**config.mk**
```make
export PLATFORM = sky130hd
export DESIGN_NAME = config_cmd_tx
export DESIGN_NICKNAME = d
export VERILOG_FILES = /design/src/rtl/config_cmd_tx.sv
export SDC_FILE = /design/constraint.sdc
export NUM_CORES = 1
export LEC_CHECK = 0
export BUFFER_PORTS_ARGS = -buffer_cell sky130_fd_sc_hd__buf_2
export CORE_MARGIN = 10
export CORE_UTILIZATION = 50
export DETAILED_ROUTE_END_ITERATION = 8
export PLACE_DENSITY_LB_ADDON = 0.08
export SETUP_SLACK_MARGIN = 0.15
export SLEW_MARGIN = 20
export SYNTH_ARGS = -nofsm -noshare
export SYNTH_HDL_FRONTEND = slang
export SYNTH_SLANG_ARGS = --single-unit
```
**constraint.sdc**
```tcl
create_clock -name clk -period 4 [get_ports clk]
set_input_delay 0.8 -clock clk [delete_from_list [all_inputs] [get_ports clk]]
set_output_delay 0.8 -clock clk [all_outputs]
set_load 0.02 [all_outputs]
```
**src/rtl/config_cmd_tx.sv**
```systemverilog
// -----------------------------------------------------------------------------
// config_cmd_tx
//
// Command transmitter for the FIR configuration decoder. Accepts one
// high-level request at a time and serialises it into 4-bit instruction
// nibbles pushed into the command FIFO. It also tracks the decoder state that
// the pushed nibbles imply (FIR on/off and both coefficients).
//
// Nibble format: [3:2] opcode, [1:0] select ([1] = coefficient, [0] = 0).
//   write header : {2'b01, sel, 1'b0}  followed by the raw data nibble
//   boot         : 4'b1000
//   shutdown     : 4'b1100
//
// Parameters
//   AUTO_REBOOT : a write accepted while the FIR is on appends a boot nibble
//   CNT_W       : width of the pushed-nibble counter (wraps)
//
// Ports
//   clk, rstn          : clock, asynchronous active-low reset
//   req_valid/ready    : request handshake
//   req_op             : 00 null, 01 write, 10 boot, 11 shutdown
//   req_sel, req_data  : coefficient target and value for a write
//   full               : FIFO back-pressure
//   wr_en, dout        : FIFO push strobe and nibble
//   busy               : a request is being serialised
//   fir_on_shadow      : FIR state implied by pushed nibbles
//   shadow_w0/w1       : coefficients implied by pushed nibbles
//   tx_count           : number of nibbles pushed, modulo 2^CNT_W
//   dbg_state          : current FSM state for observation
//
// Handshake: a request transfers on a rising edge where req_valid and
// req_ready are both 1. req_ready depends only on state, so it never waits on
// req_valid. A FIFO push happens on a rising edge where wr_en is 1; wr_en is
// only raised when full is 0, and dout holds its value until that push.
// -----------------------------------------------------------------------------
module config_cmd_tx #(
    parameter bit          AUTO_REBOOT = 1'b0,
    parameter int unsigned CNT_W       = 16
) (
    input  logic             clk,
    input  logic             rstn,
    input  logic             req_valid,
    output logic             req_ready,
    input  logic [1:0]       req_op,
    input  logic             req_sel,
    input  logic [3:0]       req_data,
    input  logic             full,
    output logic             wr_en,
    output logic [3:0]       dout,
    output logic             busy,
    output logic             fir_on_shadow,
    output logic [3:0]       shadow_w0,
    output logic [3:0]       shadow_w1,
    output logic [CNT_W-1:0] tx_count,
    output logic [2:0]       dbg_state
);

    typedef enum logic [2:0] {
        S_IDLE = 3'd0,
        S_HDR  = 3'd1,
        S_DATA = 3'd2,
        S_BOOT = 3'd3,
        S_SHUT = 3'd4
    } state_e;

    localparam logic [1:0] OP_WRITE = 2'b01;
    localparam logic [1:0] OP_BOOT  = 2'b10;
    localparam logic [1:0] OP_SHUT  = 2'b11;

    localparam logic [3:0] NIB_BOOT = 4'b1000;
    localparam logic [3:0] NIB_SHUT = 4'b1100;

    state_e           state_q, state_d;
    logic             sel_q, sel_d;
    logic [3:0]       data_q, data_d;
    logic             reboot_q, reboot_d;
    logic             fir_on_q, fir_on_d;
    logic [3:0]       w0_q, w0_d;
    logic [3:0]       w1_q, w1_d;
    logic [CNT_W-1:0] cnt_q, cnt_d;

    always_ff @(posedge clk or negedge rstn) begin
        if (!rstn) begin
            state_q  <= S_IDLE;
            sel_q    <= 1'b0;
            data_q   <= 4'h0;
            reboot_q <= 1'b0;
            fir_on_q <= 1'b0;
            w0_q     <= 4'h0;
            w1_q     <= 4'h0;
            cnt_q    <= '0;
        end else begin
            state_q  <= state_d;
            sel_q    <= sel_d;
            data_q   <= data_d;
            reboot_q <= reboot_d;
            fir_on_q <= fir_on_d;
            w0_q     <= w0_d;
            w1_q     <= w1_d;
            cnt_q    <= cnt_d;
        end
    end

    always_comb begin
        state_d   = state_q;
        sel_d     = sel_q;
        data_d    = data_q;
        reboot_d  = reboot_q;
        fir_on_d  = fir_on_q;
        w0_d      = w0_q;
        w1_d      = w1_q;
        cnt_d     = cnt_q;
        req_ready = 1'b0;
        wr_en     = 1'b0;
        dout      = 4'h0;

        unique case (state_q)
            S_IDLE: begin
                req_ready = 1'b1;
                if (req_valid) begin
                    sel_d    = req_sel;
                    data_d   = req_data;
                    // Reboot decision is frozen at accept time; the header push
                    // clears the shadow before the data nibble goes out.
                    reboot_d = AUTO_REBOOT & fir_on_q;
                    case (req_op)
                        OP_WRITE: state_d = S_HDR;
                        OP_BOOT:  state_d = S_BOOT;
                        OP_SHUT:  state_d = S_SHUT;
                        default:  state_d = S_IDLE;
                    endcase
                end
            end
            S_HDR: begin
                wr_en = !full;
                dout  = {2'b01, sel_q, 1'b0};
                if (wr_en) begin
                    state_d  = S_DATA;
                    // The decoder closes the FIR when it sees a write header.
                    fir_on_d = 1'b0;
                end
            end
            S_DATA: begin
                wr_en = !full;
                dout  = data_q;
                if (wr_en) begin
                    state_d = reboot_q ? S_BOOT : S_IDLE;
                    if (sel_q) w1_d = data_q;
                    else       w0_d = data_q;
                end
            end
            S_BOOT: begin
                wr_en = !full;
                dout  = NIB_BOOT;
                if (wr_en) begin
                    state_d  = S_IDLE;
                    fir_on_d = 1'b1;
                end
            end
            S_SHUT: begin
                wr_en = !full;
                dout  = NIB_SHUT;
                if (wr_en) begin
                    state_d  = S_IDLE;
                    fir_on_d = 1'b0;
                end
            end
            default: begin
                state_d = S_IDLE;
            end
        endcase

        if (wr_en) cnt_d = cnt_q + CNT_W'(1);
    end

    assign busy          = (state_q != S_IDLE);
    assign fir_on_shadow = fir_on_q;
    assign shadow_w0     = w0_q;
    assign shadow_w1     = w1_q;
    assign tx_count      = cnt_q;
    assign dbg_state     = state_q;

endmodule
```
==> flow_metrics.py <==
metrics = {
    "run_status": {
        "status": "completed",
    },
    "power_and_ir_drop": {
        "leakage_nw": 0.898,
        "share_seq_of_total_power_pct": 43.2,
        "p_sw_uw": 580,
        "p_int_uw": 742,
        "power_frac_comb_pct": 42.9,
        "total_power_mw": 1.32,
        "peakVddDrop_mv": 0.374,
        "clkPwrFrac_pct": 13.9,
        "swShare_pct": 43.8,
        "p_per_area_mw_per_mm2": 706,
    },
    "floorplanning": {
        "ios": 46,
        "fp-row-count": 20,
        "die_area_mm2": 0.00575,
        "die_x_um": 75.9,
        "die_y_um": 75.9,
        "core_mm2": 0.00303,
        "start_util_pct": 51.5,
    },
    "route": {
        "wl_per_cell_um": 14.6,
        "drt_iter0_drc": 56,
        "viasPerCell": 5.13,
        "drcViolationCount": 0,
        "final_antenna_net_count": 0,
        "vias": 1145,
        "wl_mm": 3.26,
        "firstDrtPassIters": 4,
    },
    "flow_run": {
        "cap_viol_max_count": 0,
    },
    "synthesis": {
        "synth_warnings": 0,
        "synth_ff_type": "dfrtp_1",
        "syn-cell-area_mm2": 0.00156,
        "ys_seq_area_share_pct": 52.9,
        "ys_ff_latch": 33,
        "avgSynthCellArea_um2": 11.9,
        "synth_cell_types": 30,
        "synth_nets": 145,
        "synth_edf_count": 0,
        "synth_cells": 131,
        "ys_async_sr_fraction_pct": 100,
    },
    "worst_setup_path": {
        "r2r-start": "dbg_state[2]",
        "worst_setup_path_end_kind": "output port",
        "path_class": "reg2out",
        "worst_path_max_delay_cell": "dfrtp_1",
        "cp_data_required_time_ns": 3.20,
        "worstPathArrival_ns": 1.71,
        "max_stage_delay_ns": 0.69,
        "crit_buf_inv": 1,
        "reg2reg_setup_slack_ns": 2.17,
        "path_max_fanout": 16,
        "cp-start-kind": "flip-flop",
        "path_delay_family": "flip-flops",
        "reg2reg_to": "data_q[3]",
        "crit_chain": "nor3_4 -> nor3_2 -> buf_2",
        "reg2regPathDepth": 3,
    },
    "clock_tree": {
        "cts_buffer_depth": 2,
        "clkLatencyLatePin_ns": 0.34,
        "cts_root_buffer": "clkbuf_4",
        "cts.hold.buffers_added": 0,
        "ctsResizeCount": 0,
        "htree_num_levels": 2,
        "clk_pin_slew_ns": 0.10,
        "cts.sinks": 33,
        "cts_tree": "done",
        "cts_setup_buffers": 0,
        "cts_made_buffers": 5,
    },
    "grt": {
        "grt_max_degree": 34,
        "grt_pass1_wl_mm": 5.51,
        "grt_use_met3_pct": 6.25,
        "antenna_found_initial": 0,
        "grt_use_total_pct": 12.8,
        "met2_usage_pct": 20.7,
        "overflow": 0,
        "grt_pass1_vias": 1127,
        "met1_usage_pct": 14.1,
        "busiest_layer": "met2",
    },
    "placement": {
        "place_inst": 215,
        "gp_congestion": 0.745,
        "dp_hpwl_mm": 2.47,
        "place.port_buffers": 45,
        "dp_slack_ns": 1.65,
        "placed_area_mm2": 0.00182,
    },
    "finish": {
        "final_cells": 223,
        "fillers": 272,
        "layout-drive-gt1-share_pct": 37.4,
        "final_common_cell": "buf_2",
        "utilization_pct": 61.9,
        "nets": 192,
        "antenna_cells": 0,
        "syn_to_final_growth_pct": 20.0,
        "final_area_mm2": 0.00187,
        "layout_common_cells": "45 x buf_2, 33 x dfrtp_1, 13 x xnor2_1",
    },
    "timing": {
        "tns_ns": 0,
        "finalHoldViolations": 0,
        "fin_worst_skew_ns": 0.00897,
        "fin_ws_ns": 1.49,
        "period_share_pct": 62.7,
        "period_needed_ns": 2.51,
        "hold_ws_ns": 0.475,
        "relSlewSlack_pct": 51.8,
        "max_freq_ghz": 0.399,
        "setup_viol": 0,
        "rsz0062_at_grt": "false",
        "worst_pin_slew_ns": 0.722,
        "slew_violations": 0,
    },
    "hold_path": {
        "min_from": "tx_count[15]",
        "hold_class": "reg2reg",
        "whs_endpoint": "tx_count[15]",
        "holdPathStages": 1,
    },
}
worst max-delay path by stage:
stage	from	to	slack, ns	cells after the start
after global placement	full	wr_en	1.68	3
after global routing	dbg_state[2]	wr_en	1.36	3
after detailed placement	full	wr_en	1.65	3
after CTS	dbg_state[2]	wr_en	1.46	3
final	dbg_state[2]	wr_en	1.49	3
after floorplan	full	wr_en	1.63	2
logic make-up after synthesis:
| kind of cell | share of synthesized area (%) |
|---|---|
| AND/OR/NAND/NOR | 20.1 |
| flip-flops | 52.9 |
| XOR/XNOR | 8.42 |
| multiplexers | 10.1 |
| AO/OA/AOI/OAI | 3.85 |
| buffers and inverters | 2.17 |
| adder cells (fa/ha/maj) | 2.41 |
Yosys cell counts, types with 2 or more instances:
master	instances	area, µm²
nor3_1	4	20.0
xnor2_1	13	114
mux2_2	9	101
and3_1	2	12.5
nor4_4	3	63.8
nand2_1	11	41.3
mux2_1	5	56.3
dfrtp_1	33	826
buf_2	3	15.0
a21oi_1	2	10.0
and2_1	2	12.5
clkbuf_1	2	7.51
and4_1	2	17.5
nor2_1	7	26.3
nand4_1	3	18.8
o21ai_0	2	10.0
nand3_1	6	30.0
ha_1	3	37.5
inv_1	3	11.3
nor2b_1	5	31.3
xor2_1	2	17.5
layer usage:
metal | vias to the layer above | routed length, µm
li1 | 551 | -
met1 | 555 | 1290
met2 | 35 | 1600
met3 | 4 | 324
met4 | 0 | 52
met5 | - | 0
power by group through the flow:
stage | sequential, mW | combinational, mW | clock [mW]
5_1_grt | 0.597 | 0.622 | 0.209
3_3_place_gp | 0.571 | 0.571 | 0
6_report | 0.571 | 0.568 | 0.184
2_1_floorplan | 0.646 | 0.315 | 0
4_1_cts | 0.572 | 0.584 | 0.190
3_5_place_dp | 0.578 | 0.582 | 0
cell type report:
| cell class | count | area, µm² | share of cell area, % |
|---|---|---|---|
| Inverter | 3 | 11.3 | 0.601 |
| Timing Repair Buffer | 45 | 225 | 12.0 |
| Sequential cell | 33 | 826 | 44.1 |
| Tap cell | 44 | 55.1 | 2.94 |
| Clock inverter | 3 | 17.5 | 0.935 |
| Clock buffer | 5 | 37.5 | 2.00 |
| Multi-Input combinational cell | 90 | 701 | 37.4 |
state kept, by name, summed over array words and instances (netlist names):
signal         cells
fir_on_shadow      1
shadow_w0          4
dbg_state          3
tx_count          16
shadow_w1          4
sel_q              1
data_q             4
(Power assumes the default switching activity.)
